[src/rtl/rgb_stream_packer.sv]
`default_nettype none
// ============================================================================
//  Module      : rgb_stream_packer
//  Description : Packs one 24-bit {r,g,b} pixel per handshake into a dense
//                32-bit AXI4-Stream word stream (4 pixels -> 3 words, little
//                endian, b is the lowest byte). Start-of-frame goes out on
//                tuser and end-of-line on tlast. On end-of-line, a partial
//                word is flushed. Output words pass through a small FIFO
//                with a 2-wide write port.
//                Optional macro RGB_PACKER_ERR_EN adds a sticky err output.
//                err flags a partial line that a sof pixel discarded.
//  Revision    : 1.0 - initial release
// ============================================================================
module rgb_stream_packer #(
    parameter int FIFO_DEPTH = 4
) (
    input  logic        aclk,
    input  logic        areset,
    input  logic [7:0]  r,
    input  logic [7:0]  g,
    input  logic [7:0]  b,
    input  logic        valid,
    input  logic        sof,
    input  logic        eol,
    output logic        in_stream_ready,
    output logic [31:0] out_stream_tdata,
    output logic [3:0]  out_stream_tkeep,
    output logic        out_stream_tlast,
    output logic        out_stream_tuser,
    output logic        out_stream_tvalid,
    input  logic        out_stream_tready
`ifdef RGB_PACKER_ERR_EN
    ,
    output logic        err
`endif
);

    localparam int c_PTR_W = $clog2(FIFO_DEPTH);
    localparam int c_CNT_W = c_PTR_W + 1;

    // Packed FIFO entry layout: {user, last, keep[3:0], data[31:0]}
    logic [37:0]        r_mem_q [FIFO_DEPTH];

    logic [1:0]         r_res_q, w_res_d;
    logic [23:0]        r_res_data_q, w_res_data_d;
    logic               r_pend_user_q, w_pend_user_d;
    logic [c_PTR_W-1:0] r_wr_ptr_q, w_wr_ptr_d, r_rd_ptr_q, w_rd_ptr_d;
    logic [c_CNT_W-1:0] r_cnt_q, w_cnt_d;

    logic               w_accept;
    logic [1:0]         w_res_eff;
    logic [23:0]        w_res_data_eff;
    logic [47:0]        w_buf;
    logic               w_has_full;
    logic [1:0]         w_new_res;
    logic [23:0]        w_new_data;
    logic               w_flush;
    logic [3:0]         w_flush_keep;
    logic               w_pend_eff;
    logic               w_slot0_vld, w_slot1_vld;
    logic [37:0]        w_slot0, w_slot1;
    logic [1:0]         w_n_wr;
    logic               w_rd;
    logic [37:0]        w_head;

    assign w_accept        = valid && in_stream_ready;
    assign in_stream_ready = (r_cnt_q <= c_CNT_W'(FIFO_DEPTH - 2)) && !areset;

    // Pack the incoming pixel against the residue and build up to two FIFO words
    always_comb begin
        // A sof pixel starts from an empty residue; old bytes are dropped
        w_res_eff      = sof ? 2'd0 : r_res_q;
        w_res_data_eff = sof ? 24'd0 : r_res_data_q;
        w_buf          = ({24'd0, r, g, b} << {w_res_eff, 3'b000}) | {24'd0, w_res_data_eff};
        // res + 3 >= 4 exactly when there was at least one pending byte
        w_has_full     = (w_res_eff != 2'd0);
        if (w_has_full) begin
            w_new_res  = w_res_eff - 2'd1;
            w_new_data = {8'd0, w_buf[47:32]};
        end else begin
            w_new_res  = 2'd3;
            w_new_data = w_buf[23:0];
        end
        w_flush = eol && (w_new_res != 2'd0);
        case (w_new_res)
            2'd1:    w_flush_keep = 4'b0001;
            2'd2:    w_flush_keep = 4'b0011;
            2'd3:    w_flush_keep = 4'b0111;
            default: w_flush_keep = 4'b0000;
        endcase
        w_pend_eff = r_pend_user_q || sof;

        if (w_has_full) begin
            w_slot0 = {w_pend_eff, eol && !w_flush, 4'hF, w_buf[31:0]};
        end else begin
            w_slot0 = {w_pend_eff, 1'b1, w_flush_keep, 8'd0, w_new_data};
        end
        w_slot1     = {1'b0, 1'b1, w_flush_keep, 8'd0, w_new_data};
        w_slot0_vld = w_accept && (w_has_full || w_flush);
        w_slot1_vld = w_accept && w_has_full && w_flush;
        w_n_wr      = {1'b0, w_slot0_vld} + {1'b0, w_slot1_vld};

        w_res_d       = r_res_q;
        w_res_data_d  = r_res_data_q;
        w_pend_user_d = r_pend_user_q;
        if (w_accept) begin
            w_res_d       = w_flush ? 2'd0 : w_new_res;
            w_res_data_d  = w_flush ? 24'd0 : w_new_data;
            w_pend_user_d = w_slot0_vld ? 1'b0 : w_pend_eff;
        end
    end

    // FIFO pointer and occupancy bookkeeping (net change of writes and reads)
    always_comb begin
        w_rd       = out_stream_tvalid && out_stream_tready;
        w_wr_ptr_d = r_wr_ptr_q + c_PTR_W'(w_n_wr);
        w_rd_ptr_d = r_rd_ptr_q + c_PTR_W'(w_rd);
        w_cnt_d    = r_cnt_q + c_CNT_W'(w_n_wr) - c_CNT_W'(w_rd);
    end

    // Control state registers
    always_ff @(posedge aclk) begin
        if (areset) begin
            r_res_q       <= 2'd0;
            r_res_data_q  <= 24'd0;
            r_pend_user_q <= 1'b0;
            r_wr_ptr_q    <= '0;
            r_rd_ptr_q    <= '0;
            r_cnt_q       <= '0;
        end else begin
            r_res_q       <= w_res_d;
            r_res_data_q  <= w_res_data_d;
            r_pend_user_q <= w_pend_user_d;
            r_wr_ptr_q    <= w_wr_ptr_d;
            r_rd_ptr_q    <= w_rd_ptr_d;
            r_cnt_q       <= w_cnt_d;
        end
    end

    // FIFO storage; the second slot goes one entry past the write pointer
    always_ff @(posedge aclk) begin
        if (w_slot0_vld) begin
            r_mem_q[r_wr_ptr_q] <= w_slot0;
        end
        if (w_slot1_vld) begin
            r_mem_q[r_wr_ptr_q + c_PTR_W'(1)] <= w_slot1;
        end
    end

    // Head of FIFO drives the output; outputs read zero while empty
    assign out_stream_tvalid = (r_cnt_q != '0);
    assign w_head            = out_stream_tvalid ? r_mem_q[r_rd_ptr_q] : 38'd0;
    assign out_stream_tdata  = w_head[31:0];
    assign out_stream_tkeep  = w_head[35:32];
    assign out_stream_tlast  = w_head[36];
    assign out_stream_tuser  = w_head[37];

`ifdef RGB_PACKER_ERR_EN
    logic r_err_q, w_err_d;

    // Sticky flag: a sof pixel discarded pending bytes of an unfinished line
    always_comb begin
        w_err_d = r_err_q || (w_accept && sof && (r_res_q != 2'd0));
    end

    // Error flag register
    always_ff @(posedge aclk) begin
        if (areset) begin
            r_err_q <= 1'b0;
        end else begin
            r_err_q <= w_err_d;
        end
    end

    assign err = r_err_q;
`endif

endmodule
`default_nettype wire

[config.mk]
export PLATFORM = sky130hd
export DESIGN_NAME = rgb_stream_packer
export DESIGN_NICKNAME = d
export VERILOG_FILES = /design/src/rtl/rgb_stream_packer.sv
export SDC_FILE = /design/constraint.sdc
export NUM_CORES = 1
export LEC_CHECK = 0
export CORE_MARGIN = 2
export CORE_UTILIZATION = 53
export DETAILED_ROUTE_END_ITERATION = 10
export PLACE_DENSITY = 0.76
export SETUP_SLACK_MARGIN = 0.15
export SYNTH_ARGS = -nofsm -noshare
export SYNTH_HDL_FRONTEND = slang
export SYNTH_SLANG_ARGS = --single-unit
[constraint.sdc]
create_clock -name aclk -period 3.6 [get_ports aclk]
set_input_delay 0.54 -clock aclk [delete_from_list [all_inputs] [get_ports aclk]]
set_output_delay 0.54 -clock aclk [all_outputs]
set_load 0.1 [all_outputs]
==> impl_metrics.csv, run 1 <==
group,metric,value,unit
run_status,status,"finished, final reports clean",
synth,synth_ff_type,"edfxtp_1",
flow_run,cap_viol_max_count,0,
setup_path,start_kind,"primary input",
power_and_ir_drop,clkPwrFrac,0.247,
global_routing,grt_pass1_vias,7413,
routing,wl_per_cell,24.43,um
routing,drc,0,
synth,synth-edff-count,108,
setup_path,crit_type,"primary input to register",
synth,ys.warnings.count,0,
clock_network,cts_inserted_buffers,17,
timing,slew_headroom,0.1614,
die,initial_core_util,0.5377,
global_routing,grt_max_degree,40,
final_layout,area_delta_synth_final,17.37,%
timing,finalHoldViolations,0,
place,place_area,10250,um2
power_and_ir_drop,switching_power,3.407,mW
setup_path,cp_max_fo,5,
power_and_ir_drop,power,7.672,mW
synth,ys_ff_latch,186,
routing,vias,7457,
die,coreArea,17180,um2
clock_network,cts_tree,"built",
setup_path,crit_top_cell,"ha_1",
power_and_ir_drop,power.density,707.8,nW/um2
synth,netlist_area,9235,um2
timing,fin_crit,3172,ps
synth,synthArstFlopShare,0,
die,die_h,136,um
global_routing,grt_pass1_wl,41.64,mm
worst_hold_path,hold-path-endpoint,"r_mem_q[2][37]$_SDFFE_PP0P_",
final_layout,final_common_cell,"edfxtp_1",
timing,fmax,0.3152,GHz
clock_network,path_clk_slew,70,ps
timing,grt_setup_unrepaired,"no",
timing,fin_tns_setup,0,ps
clock_network,cts_resized,0,
die,dieArea,18500,um2
setup_path,slowest_delay,490,ps
setup_path,crit-reg2reg-capture,"r_cnt_q[2]$_SDFF_PP0_",
synth,synth_fp_nets,849,
clock_network,root_buffer,"clkbuf_16",
worst_hold_path,hp-start,"r_mem_q[2][37]$_SDFFE_PP0P_",
timing,clock_skew,11.54,ps
timing,tightest_slew,1258,ps
clock_network,h-tree-depth,4,
setup_path,rr_worst_depth,14,
routing,viasPerCell,6.694,
setup_path,arrival,3500,ps
synth,synth_cell_types,55,
die,io_pins,70,
place,detailed_place_hpwl,17.78,mm
synth,synthCells,808,
final_layout,drive_gt1_frac,0.2025,
timing,min_period_over_period,0.8812,
place,place_congestion,0.9383,
setup_path,r2r-start,"r_res_q[1]$_SDFFE_PP0P_",
worst_hold_path,min_path_cells,2,
die,dieWidth,136,um
final_layout,design_area,10840,um2
clock_network,cts_hold_buf,0,
setup_path,slowest_stage,"clkdlybuf4s50_1",
global_routing,grt_util_all_layers,0.3022,
global_routing,gr-total-overflow,0,
routing,dr.pass1.iters,6,
routing,ant_nets,0,
clock_network,cts_buffer_depth,2,
global_routing,antenna_found_initial,0,
power_and_ir_drop,p_int,4.265,mW
final_layout,final_cell_mix,"edfxtp_1, buf_4, nor2_1, dfxtp_1, nor2b_1",
setup_path,cp_top_family,"adder cells",
power_and_ir_drop,pwr-share-seq,0.318,
setup_path,crit_chain,"clkdlybuf4s50_1 -> nand2b_1 -> ha_1 -> nor2b_1 -> nand3_1 -> nor2_1 -> ha_1 -> inv_1 -> ha_1 -> inv_1 -> ha_1 -> inv_1 -> fa_1 -> xnor2_1 -> nor2_1",
final_layout,num_antenna_cells,0,
final_layout,nNetsFinal,917,
setup_path,crit_buf_inv,4,
timing,final-setup-viol-count,0,
synth,syn_area_per_cell,11.43,um2
timing,hold_ws,442.3,ps
place,port_buffers,69,
clock_network,cts_setup_buffers,0,
synth,synth_top_cell_area_share,0.3512,
power_and_ir_drop,p_sw_frac,0.4441,
setup_path,end_kind,"register",
die,rows,48,
power_and_ir_drop,leakagePower,3.775,nW
setup_path,r2r_setup_slack,780,ps
synth,yosysSeqAreaShare,0.5203,
synth,yosysTopAreaCell,"edfxtp_1",
clock_network,clock_sinks,186,
setup_path,cp.required,3930,ps
worst_hold_path,min_path_type,"register to register",
power_and_ir_drop,combPwrFrac,0.435,
power_and_ir_drop,ir_drop,0.0007739,V
synth,ys_top_cells_by_area,"edfxtp_1, dfxtp_1, mux4_2, nor2b_1, nor2_1",
timing,slew_violations,0,
routing,first_iter_violations,893,
routing,drt-total-wl,27.22,mm
clock_network,insertion_delay,440,ps
## stage by stage
| stage | setup WS (ps) | instances | utilization |
|---|---|---|---|
| 2_1_floorplan | 169.0 | 808 | - |
| 3_3_place_gp | 88.82 | 1082 | 0.5967 |
| 3_5_place_dp | -5.278 | 1082 | 0.5967 |
| 4_1_cts | 462.0 | 1114 | 0.6310 |
| 5_1_grt | 290.9 | 1114 | 0.6310 |
| 6_report | 427.7 | 1114 | 0.6310 |
## cells by family (layout without fill, tap and decap cells)
| kind of cell | after synthesis | after routing | share of synthesized area |
|---|---|---|---|
| simple gates | 243 | 243 | 0.1336 |
| compound gates | 213 | 213 | 0.1661 |
| fa+ha+maj | 13 | 13 | 0.01788 |
| xor+xnor | 5 | 5 | 0.004742 |
| buf+inv | 86 | 167 | 0.03767 |
| mux | 62 | 62 | 0.1198 |
| flops | 186 | 186 | 0.5203 |
## worst max-delay path by stage
stage,end,slack (ps),startpoint,cells past startpoint
after floorplan,r_cnt_q[2]$_SDFF_PP0_,170,r_res_q[0]$_SDFFE_PP0P_,18
after global placement,r_cnt_q[2]$_SDFF_PP0_,90,sof,15
after detailed placement,r_cnt_q[2]$_SDFF_PP0_,-5,sof,15
after CTS,r_cnt_q[2]$_SDFF_PP0_,460,sof,15
after global routing,r_cnt_q[2]$_SDFF_PP0_,290,sof,15
final,r_cnt_q[2]$_SDFF_PP0_,430,sof,15
## flip-flops by register name, summed over array words and instances, names as in the netlist
signal         count
r_mem_q          152
r_res_data_q      24
r_cnt_q            3
r_rd_ptr_q         2
r_res_q            2
r_wr_ptr_q         2
r_pend_user_q      1
## synthesized netlist by cell type (24+ instances only)
master and n:
edfxtp_1 108, dfxtp_1 78, nor2_1 78, nor2b_1 73, clkbuf_1 46, o22ai_1 40, mux4_2 38, nand2_1 33
a21oi_1 30, o2bb2ai_1 25, a22o_1 24, nor3_1 24
## metal layers
metal	routed length, um	up-vias	track usage
met3	2710	86	0.06674
met2	13200	482	0.4911
met1	10310	3678	0.3876
met5	0	-	0
met4	997	0	0.1389
li1	-	3211	-
## cell type report
type	instances	area [um2]
clock inverters	14	160.2
inverters	23	86.33
clock buffers	18	429.2
flip-flops and latches	186	4807
repair buffers	112	963.4
well taps	225	281.5
multi-input cells	536	4111
fillers	1340	6337
## tightest hold or removal path: cells and delay by family, from the launching register on
kind	cells	cell delay, ps
DFF	1	310
AOI/OAI and AO/OA	1	50
buffers and inverters	1	40
## power by group through the flow
| stage | clock (mW) | sequential [mW] | combinational, mW |
|---|---|---|---|
| 3_5_place_dp | 0 | 2.48 | 3.34 |
| 2_1_floorplan | 0 | 2.43 | 2.60 |
| 3_3_place_gp | 0 | 2.47 | 3.30 |
| 6_report | 1.90 | 2.44 | 3.34 |
| 4_1_cts | 1.91 | 2.44 | 3.35 |
| 5_1_grt | 1.98 | 2.45 | 3.48 |
Power figures use the tool's default switching activity.
==> inputs of run 2 (changes only) <==
--- a/config.mk
+++ b/config.mk
@@ -5,11 +5,14 @@
 export SDC_FILE = /design/constraint.sdc
 export NUM_CORES = 1
 export LEC_CHECK = 0
+export ABC_AREA = 1
 export CORE_MARGIN = 2
-export CORE_UTILIZATION = 53
+export CORE_UTILIZATION = 55
 export DETAILED_ROUTE_END_ITERATION = 10
-export PLACE_DENSITY = 0.76
+export DONT_BUFFER_PORTS = 1
+export PLACE_DENSITY = 0.73
 export SETUP_SLACK_MARGIN = 0.15
+export SKIP_LAST_GASP = 1
 export SYNTH_ARGS = -nofsm -noshare
 export SYNTH_HDL_FRONTEND = slang
 export SYNTH_SLANG_ARGS = --single-unit
==> run 2 against run 1 <==
Net effect: first-iteration DRC count grew 38%; fmax grew 0.81%; clock power shrank 7%; sequential power grew 2%; synthesized cell count grew 60%; design area grew 4.0%; global-route usage grew 1.7 points; combinational power grew 68%; count of clock-buffer cells in the layout is the same; sequential share of layout area shrank 1.7 points; synthesized area grew 4.8%; clock skew shrank 1.4 ps; critical endpoint unchanged; largest cell class unchanged; highest routed layer unchanged.
==> impl_metrics.csv, run 2 <==
group,metric,value,unit
synth,synth_fp_nets,1331,
clock_network,cts_tree,"built",
synth,synthCells,1290,
global_routing,grt_util_all_layers,0.3191,
final_layout,design_area,11270,um2
die,die_h,136.7,um
clock_network,cts_setup_buffers,0,
setup_path,rr_worst_depth,15,
clock_network,cts_hold_buf,0,
final_layout,final_common_cell,"nand2_1",
clock_network,path_clk_slew,70,ps
final_layout,regMostFlops,"r_mem_q",
routing,ant_nets,0,
synth,yosysSeqAreaShare,0.4963,
global_routing,gr-total-overflow,0,
synth,synth_ff_type,"edfxtp_1",
die,dieWidth,136.7,um
setup_path,worstSetupStartpoint,"r_res_q[1]$_SDFFE_PP0P_",
die,dieArea,18680,um2
timing,final-setup-viol-count,0,
clock_network,cts_buffer_depth,2,
synth,synthArstFlopShare,0,
final_layout,num-fill-cells,1411,
place,detailed_place_hpwl,18.46,mm
clock_network,insertion_delay,450,ps
setup_path,cp-endpoint,"r_cnt_q[2]$_SDFF_PP0_",
clock_network,h-tree-depth,4,
routing,wl_per_cell,18.86,um
run_status,status,"finished, final reports clean",
power_and_ir_drop,p_sw_frac,0.4976,
place,place_area,10730,um2
global_routing,grt_pass1_wl,44.73,mm
clock_network,clock_sinks,186,
synth,synth_cell_types,31,
final_layout,reg.largest.list,"r_mem_q (152), r_res_data_q (24), r_cnt_q (3)",
die,coreArea,17240,um2
timing,slew_headroom,0.3938,
setup_path,r2r_setup_slack,450,ps
timing,fmax,0.3178,GHz
timing,tightest_slew,909.4,ps
timing,finalHoldViolations,0,
power_and_ir_drop,power.density,876.1,nW/um2
die,io_pins,70,
timing,fin_tns_setup,0,ps
place,place_congestion,0.9526,
power_and_ir_drop,pwr-share-seq,0.254,
clock_network,cts_resized,0,
clock_network,root_buffer,"clkbuf_16",
final_layout,area_delta_synth_final,16.40,%
synth,yosysTopAreaCell,"edfxtp_1",
setup_path,end_kind,"register",
routing,first_iter_violations,1229,
routing,drc,0,
routing,dr.pass1.iters,9,
synth,netlist_area,9682,um2
power_and_ir_drop,ir_drop,0.0008381,V
setup_path,crit-reg2reg-capture,"r_cnt_q[2]$_SDFF_PP0_",
synth,synth-edff-count,108,
final_layout,drive_gt1_frac,0.1200,
routing,drt-total-wl,28.91,mm
global_routing,grt_pass1_vias,8222,
final_layout,largest_register_ffs,152,
global_routing,grt_max_degree,78,
timing,min_period_over_period,0.8741,
power_and_ir_drop,clkPwrFrac,0.179,
place,place_ws,244.9,ps
setup_path,start_kind,"register",
synth,ys.warnings.count,0,
routing,viasPerCell,5.855,
setup_path,crit_type,"register to register",
power_and_ir_drop,leakagePower,4.614,nW
power_and_ir_drop,combPwrFrac,0.567,
synth,ys_top_cells_by_area,"edfxtp_1, dfxtp_1, nand2_1, nor2_1, nand3_1",
synth,ys_ff_latch,186,
timing,fin_crit,3147,ps
final_layout,nNetsFinal,1336,
setup_path,cp.required,3980,ps
timing,grt_setup_unrepaired,"no",
flow_run,cap_viol_max_count,0,
synth,synth_top_cell_area_share,0.3350,
setup_path,r2r-start,"r_res_q[1]$_SDFFE_PP0P_",
final_layout,final_cell_mix,"nand2_1, nor2_1, nand3_1",
power_and_ir_drop,p_int,4.961,mW
die,initial_core_util,0.5617,
routing,vias,8976,
global_routing,antenna_found_initial,0,
place,port_buffers,0,
setup_path,arrival,3530,ps
timing,slew_violations,0,
clock_network,cts_inserted_buffers,17,
synth,synth.most_common_cell,"nand2_1",
timing,worst_slack,453.2,ps
worst_hold_path,min_path_type,"primary input to register",
die,rows,48,
synth,syn_area_per_cell,7.505,um2
power_and_ir_drop,switching_power,4.913,mW
timing,clock_skew,10.09,ps
final_layout,num_antenna_cells,0,
setup_path,cp_max_fo,6,
synth,yosys-top-cells-count,"nand2_1, nor2_1, nand3_1",
-- run 2: metrics by stage --
step                cells    util  hold slack, ps  total power [mW]
finish               1533  0.6538           159.7             9.874
global route         1533  0.6538           151.8             10.21
CTS                  1533  0.6538           150.1             9.854
detailed placement   1501  0.6224           448.9             8.127
global placement     1501  0.6224           445.1             8.063
floorplan            1290       -           436.8             6.091
-- run 2: final cells by class --
type	count	area [um2]	share of cell area
repair buffers	64	955.9	0.08482
inverters	80	300.3	0.02665
well taps	225	281.5	0.02498
flip-flops and latches	186	4806	0.4264
clock buffers	18	429.2	0.03808
multi-input cells	946	4384	0.3890
clock inverters	14	112.6	0.009992
-- run 2: worst max-delay path, stage by stage, from the launching register on --
cell	delay, ps
dfxtp_1	360
nand2_1	120
ha_1	260
nor2_4	210
inv_2	70
nor3_4	250
ha_1	300
inv_1	70
ha_1	220
inv_1	50
ha_1	130
inv_1	50
fa_1	430
xor2_1	160
or2_2	270
a21oi_1	110
-- run 2: power groups by stage --
stage | Clock (mW) | Combinational [mW] | Sequential (mW)
after detailed placement | 0 | 5.58 | 2.55
final | 1.77 | 5.60 | 2.50
after CTS | 1.76 | 5.59 | 2.50
after global routing | 1.84 | 5.86 | 2.52
after global placement | 0 | 5.52 | 2.54
after floorplan | 0 | 3.57 | 2.52
-- run 2: layer usage --
layer | global-route usage | up-vias | share of wire
li1 | - | 4250 | -
met1 | 0.4351 | 4106 | 0.39
met2 | 0.4903 | 558 | 0.45
met3 | 0.08593 | 62 | 0.13
met4 | 0.1146 | 0 | 0.022
met5 | 0 | - | 0
-- run 2: logic make-up (layout without fill, tap and decap cells) --
logic type / Yosys count / after routing / share of synthesized area
adder cells (fa/ha/maj): 11 / 11 / 0.01499
AND/OR/NAND/NOR: 700 / 700 / 0.2974
flip-flops: 186 / 186 / 0.4963
XOR/XNOR: 3 / 3 / 0.002714
AO/OA/AOI/OAI: 232 / 232 / 0.1225
buffers and inverters: 158 / 176 / 0.06617
-- run 2: worst min path at each step --
stage	from	end	slack, ps	cells past startpoint
floorplan	r_mem_q[1][36]$_SDFFE_PP1N_	r_mem_q[1][36]$_SDFFE_PP1N_	440	2
global placement	r_res_data_q[14]$_SDFFE_PP0P_	r_res_data_q[14]$_SDFFE_PP0P_	450	2
detailed placement	r_res_data_q[5]$_SDFFE_PP0P_	r_res_data_q[5]$_SDFFE_PP0P_	450	2
CTS	areset	r_res_data_q[23]$_SDFFE_PP0P_	150	1
global route	areset	r_cnt_q[2]$_SDFF_PP0_	150	1
finish	areset	r_cnt_q[2]$_SDFF_PP0_	160	1
==> inputs of run 3 (changes only) <==
--- a/config.mk
+++ b/config.mk
@@ -7,10 +7,10 @@
 export LEC_CHECK = 0
 export ABC_AREA = 1
 export CORE_MARGIN = 2
-export CORE_UTILIZATION = 55
+export CORE_UTILIZATION = 54
+export CTS_CLUSTER_SIZE = 20
 export DETAILED_ROUTE_END_ITERATION = 10
-export DONT_BUFFER_PORTS = 1
-export PLACE_DENSITY = 0.73
+export PLACE_DENSITY = 0.77
 export SETUP_SLACK_MARGIN = 0.15
 export SKIP_LAST_GASP = 1
 export SYNTH_ARGS = -nofsm -noshare
==> run 3 against run 2 <==
Net effect: wire length fell by 2.0%; power grew 1.2%; register-to-register slack worse by 70 ps; sequential power about the same; hold slack gained 300 ps; sequential cell count unchanged; combinational power decreased by 2%; first-iteration DRC count down 7.2%; sequential share of layout area decreased by 1.2 points; final cell count rose by 2.6%; clock power grew 13%.
==> impl_metrics.csv, run 3 (same netlist as run 2, synthesis figures left out) <==
group,metric,value,unit
power_and_ir_drop,leakagePower,4.849,nW
worst_hold_path,min_path_type,"register to register",
clock_network,clock_sinks,186,
global_routing,grt_util_all_layers,0.3068,
place,dp_cells,1541,
flow_run,cap_viol_max_count,0,
setup_path,crit_top_cell,"ha_1",
setup_path,arrival,3610,ps
routing,ant_nets,0,
routing,first_iter_violations,1140,
routing,wl_per_cell,18.01,um
timing,final-setup-viol-count,0,
die,dieWidth,137.9,um
final_layout,num_antenna_cells,0,
timing,finalHoldViolations,0,
die,io_pins,70,
clock_network,cts_setup_buffers,0,
timing,grt_setup_unrepaired,"no",
final_layout,largest_register_ffs,152,
die,dieArea,19020,um2
setup_path,crit_type,"primary input to register",
clock_network,root_buffer,"clkbuf_16",
place,port_buffers,69,
routing,drc,0,
setup_path,slowest_delay,510,ps
place,place_congestion,0.9312,
timing,min_period_over_period,0.8972,
clock_network,cts_buffer_depth,2,
routing,vias,9134,
power_and_ir_drop,ir_drop,0.0008414,V
final_layout,final_cell_mix,"nand2_1, nor2_1, nand3_1",
setup_path,r2r_setup_slack,380,ps
clock_network,h-tree-depth,4,
global_routing,gr-total-overflow,0,
global_routing,grt_max_degree,78,
die,rows,48,
global_routing,grt_pass1_vias,8293,
clock_network,cts_tree,"built",
setup_path,crit_chain,"clkdlybuf4s50_1 -> buf_4 -> nor2_4 -> ha_1 -> nor2_4 -> inv_2 -> nor3_4 -> ha_1 -> inv_1 -> ha_1 -> inv_1 -> ha_1 -> inv_1 -> fa_1 -> xor2_1 -> or2_2 -> a21oi_1",
timing,hold_ws,462.9,ps
timing,slew_headroom,0.4091,
final_layout,drive_gt1_frac,0.09792,
final_layout,regMostFlops,"r_mem_q",
timing,clock_skew,9.510,ps
timing,fin_crit,3230,ps
setup_path,end_kind,"register",
setup_path,cp_max_fo,4,
final_layout,area_delta_synth_final,19.81,%
global_routing,grt_pass1_wl,43.94,mm
routing,dr.pass1.iters,6,
timing,fmax,0.3096,GHz
setup_path,cp.required,3980,ps
timing,slew_violations,0,
final_layout,reg.largest.list,"r_mem_q (152), r_res_data_q (24), r_cnt_q (3)",
die,initial_core_util,0.5559,
routing,viasPerCell,5.807,
die,die_h,137.9,um
clock_network,cts_inserted_buffers,17,
timing,tightest_slew,886.4,ps
clock_network,insertion_delay,440,ps
final_layout,nNetsFinal,1376,
run_status,status,"finished, final reports clean",
global_routing,antenna_found_initial,1,
clock_network,cts_resized,0,
die,coreArea,17420,um2
clock_network,cts_hold_buf,0,
clock_network,path_clk_slew,70,ps
setup_path,slowest_stage,"clkdlybuf4s50_1",
final_layout,final_common_cell,"nand2_1",
final_layout,stdcell_count,1573,
routing,drt-total-wl,28.33,mm
final_layout,num-fill-cells,1429,
place,detailed_place_hpwl,18.02,mm
setup_path,start_kind,"primary input",
power_and_ir_drop,power.density,861.4,nW/um2
run 3: cell count changes in the layout (fill, tap and decap cells not counted), sizes merged:
cell and delta:
clkbuf -1, buf +11, clkdlybuf4s50 +29, bufinv +3, clkinvlp -1, clkinv -3
inv +2
run 3: power breakdown:
group	switching, mW	leakage (nW)	internal [mW]
Sequential	0.0934	1.66	2.42
Clock	0.878	0.310	1.12
Combinational	3.84	2.88	1.64
run 3: metal layers:
| metal | routed length (um) | GRT usage |
|---|---|---|
| met1 | 11300 | 0.4304 |
| met2 | 12640 | 0.4579 |
| met3 | 3403 | 0.07091 |
| met4 | 963 | 0.1298 |
| met5 | 13 | 0 |
run 3: metrics by stage:
stage	utilization	setup WS, ps	TNS, ps	area (um2)	power (mW)
after floorplan	-	168.7	0	9684	6.091
after global placement	0.6299	-22.28	-22.28	10970	7.969
after detailed placement	0.6299	-106.3	-106.3	10970	8.024
after CTS	0.6660	348.2	0	11600	9.983
after global routing	0.6660	155.5	0	11600	10.34
final	0.6660	369.9	0	11600	9.992
run 3: critical path: cells and delay by family:
kind | cells | cell delay, ps
fa+ha+maj | 5 | 1250
buf+inv | 6 | 880
simple gates | 4 | 660
xor+xnor | 1 | 160
compound gates | 1 | 120
run 3: worst paths after layout:
kind	from	end	cells past startpoint
worst min-delay path	r_mem_q[1][28]$_SDFFE_PP0N_	r_mem_q[1][28]$_SDFFE_PP0N_	2
worst min register to register	r_mem_q[1][28]$_SDFFE_PP0N_	r_mem_q[1][28]$_SDFFE_PP0N_	2
worst max-delay path	sof	r_cnt_q[2]$_SDFF_PP0_	17
worst max register to register	r_res_q[0]$_SDFFE_PP0P_	r_cnt_q[2]$_SDFF_PP0_	16
run 3: area by class of cell:
class	instances	area, um2	share of cell area
clock buffers	17	425.4	0.03667
well taps	225	281.5	0.02427
repair buffers	104	1341	0.1156
multi-input cells	946	4242	0.3657
flip-flops and latches	186	4806	0.4143
clock inverters	15	203.9	0.01758
inverters	80	300.3	0.02589
==> edit (config.mk and constraints of run 2) <==
The option `RGB_PACKER_ERR_EN` is turned on by a define.
--- a/src/rtl/rgb_stream_packer.sv
+++ b/src/rtl/rgb_stream_packer.sv
@@ -11,6 +11,8 @@
 //                err flags a partial line that a sof pixel discarded.
 //  Revision    : 1.0 - initial release
 // ============================================================================
+`define RGB_PACKER_ERR_EN
+
 module rgb_stream_packer #(
     parameter int FIFO_DEPTH = 4
 ) (
Formal check against the unedited RTL (old outputs only; new: err): equivalent (equiv_simple and equiv_induct, registers matched by name and starting in step).
==> edit against run 2 <==
Final area grew 2.9%; wire length shrank 1.1%; sequential cell count grew 1; total power shrank 5.5%; area after synthesis grew 3.5%; worst setup slack lost 0.080 ns; clock skew shrank 0.0022 ns.
==> edit: results (changes against run 2) <==
Run status
  – Status: finished clean (unchanged)

Final layout
  – Final-layout clock-cell area share: 5.12% (was 4.81%)
  – Layout cells sized above 1: 12.1% (was 12.0%)
  – FF/Latch Area: 4830 sq um (was 4810 sq um)
  – Layout Cells excl Fill: 1,581 (was 1,533)
  – Fillcell total: 1,459 (was 1,411)
  – Final Util: 64.8% (was 65.4%)
  – # diodes: 1 (was 0)
  – Fraction of area in multi-input gates: 39.9% (was 38.9%)
  – Non-clk invs: 77 (was 80)

Place
  – Post-DP Area: 11,000 sq um (was 10,700 sq um)
  – Placed cell count: 1,548 (was 1,501)
  – Place WS: 0.0636 ns (was 0.245 ns)
  – Dpl hpwl: 18,000 um (was 18,500 um)

Worst setup path
  – CP Data Arrival Time: 3.60 ns (was 3.53 ns)

Routing
  – DR WL/cell: 18.1 um (was 18.9 um)
  – Via count: 9,126 (was 8,976)
  – WL met1: 11,300 um (was 11,400 um)
  – Met3 wire length: 3440 um (was 3810 um)
  – Wire length on met2: 13,000 um (was 13,100 um)

Yosys
  – Commonest cells post-synth: nand2_1 (395), nor2_1 (215), nand3_1 (162) (was nand2_1 (330), nor2_1 (233), nand3_1 (115))
  – Sequential area share after synthesis: 48.1% (was 49.6%)
  – Top post-synthesis cells by area: edfxtp_1 (32%), dfxtp_1 (16%), nand2_1 (15%) (was edfxtp_1 (33%), dfxtp_1 (16%), nand2_1 (13%))

Global route
  – Grt met1 use: 39.9% (was 43.5%)
  – First-pass GRT wire length: 45,200 um (was 44,700 um)
  – Total global-route track usage: 29.7% (was 31.9%)
  – Antenna violations before repair: 1 (was 0)

Power
  – Leakage power: 0.00492 uW (was 0.00461 uW)
  – Maximum vdd drop: 0.000817 V (was 0.000838 V)

STA
  – Final setup skew: 0.00791 ns (was 0.0101 ns)
  – Final Worst Setup Slack: 0.373 ns (was 0.453 ns)
  – Worst-Margin Slew: 0.961 ns (was 0.909 ns)
  – Worst Hold Slack: 0.160 ns (about the same)

Clocking
  – Clk sinks: 187 (was 186)

Worst hold path
  – WHS Endpoint: r_res_data_q[20]$_SDFFE_PP0N_ (was r_cnt_q[2]$_SDFF_PP0_)
[edit: cell types whose count changed after synthesis, moves of 8 or more]
cell     delta
nand2_1    +65
o21ai_1    -21
o21ai_0    -13
o22ai_1    -16
buf_2       +8
nor2_1     -18
nand3_1    +47
[edit: where the power goes]
part / switching (uW) / internal, uW / total (uW)
Combinational: 3530 / 1460 / 4990
Clock: 852 / 1040 / 1890
Sequential: 75.0 / 2380 / 2450
[edit: cell families (layout without fill, tap and decap cells)]
| family | after synthesis | count (layout) | synth area share (%) |
|---|---|---|---|
| AND/OR/NAND/NOR | 803 | 803 | 34.1 |
| flip-flops | 187 | 187 | 48.1 |
| AO/OA/AOI/OAI | 177 | 177 | 8.89 |
| buffers and inverters | 160 | 170 | 7.17 |
| adder cells (fa/ha/maj) | 11 | 11 | 1.45 |
| XOR/XNOR | 3 | 3 | 0.262 |
| other | 0 | 1 | 0 |
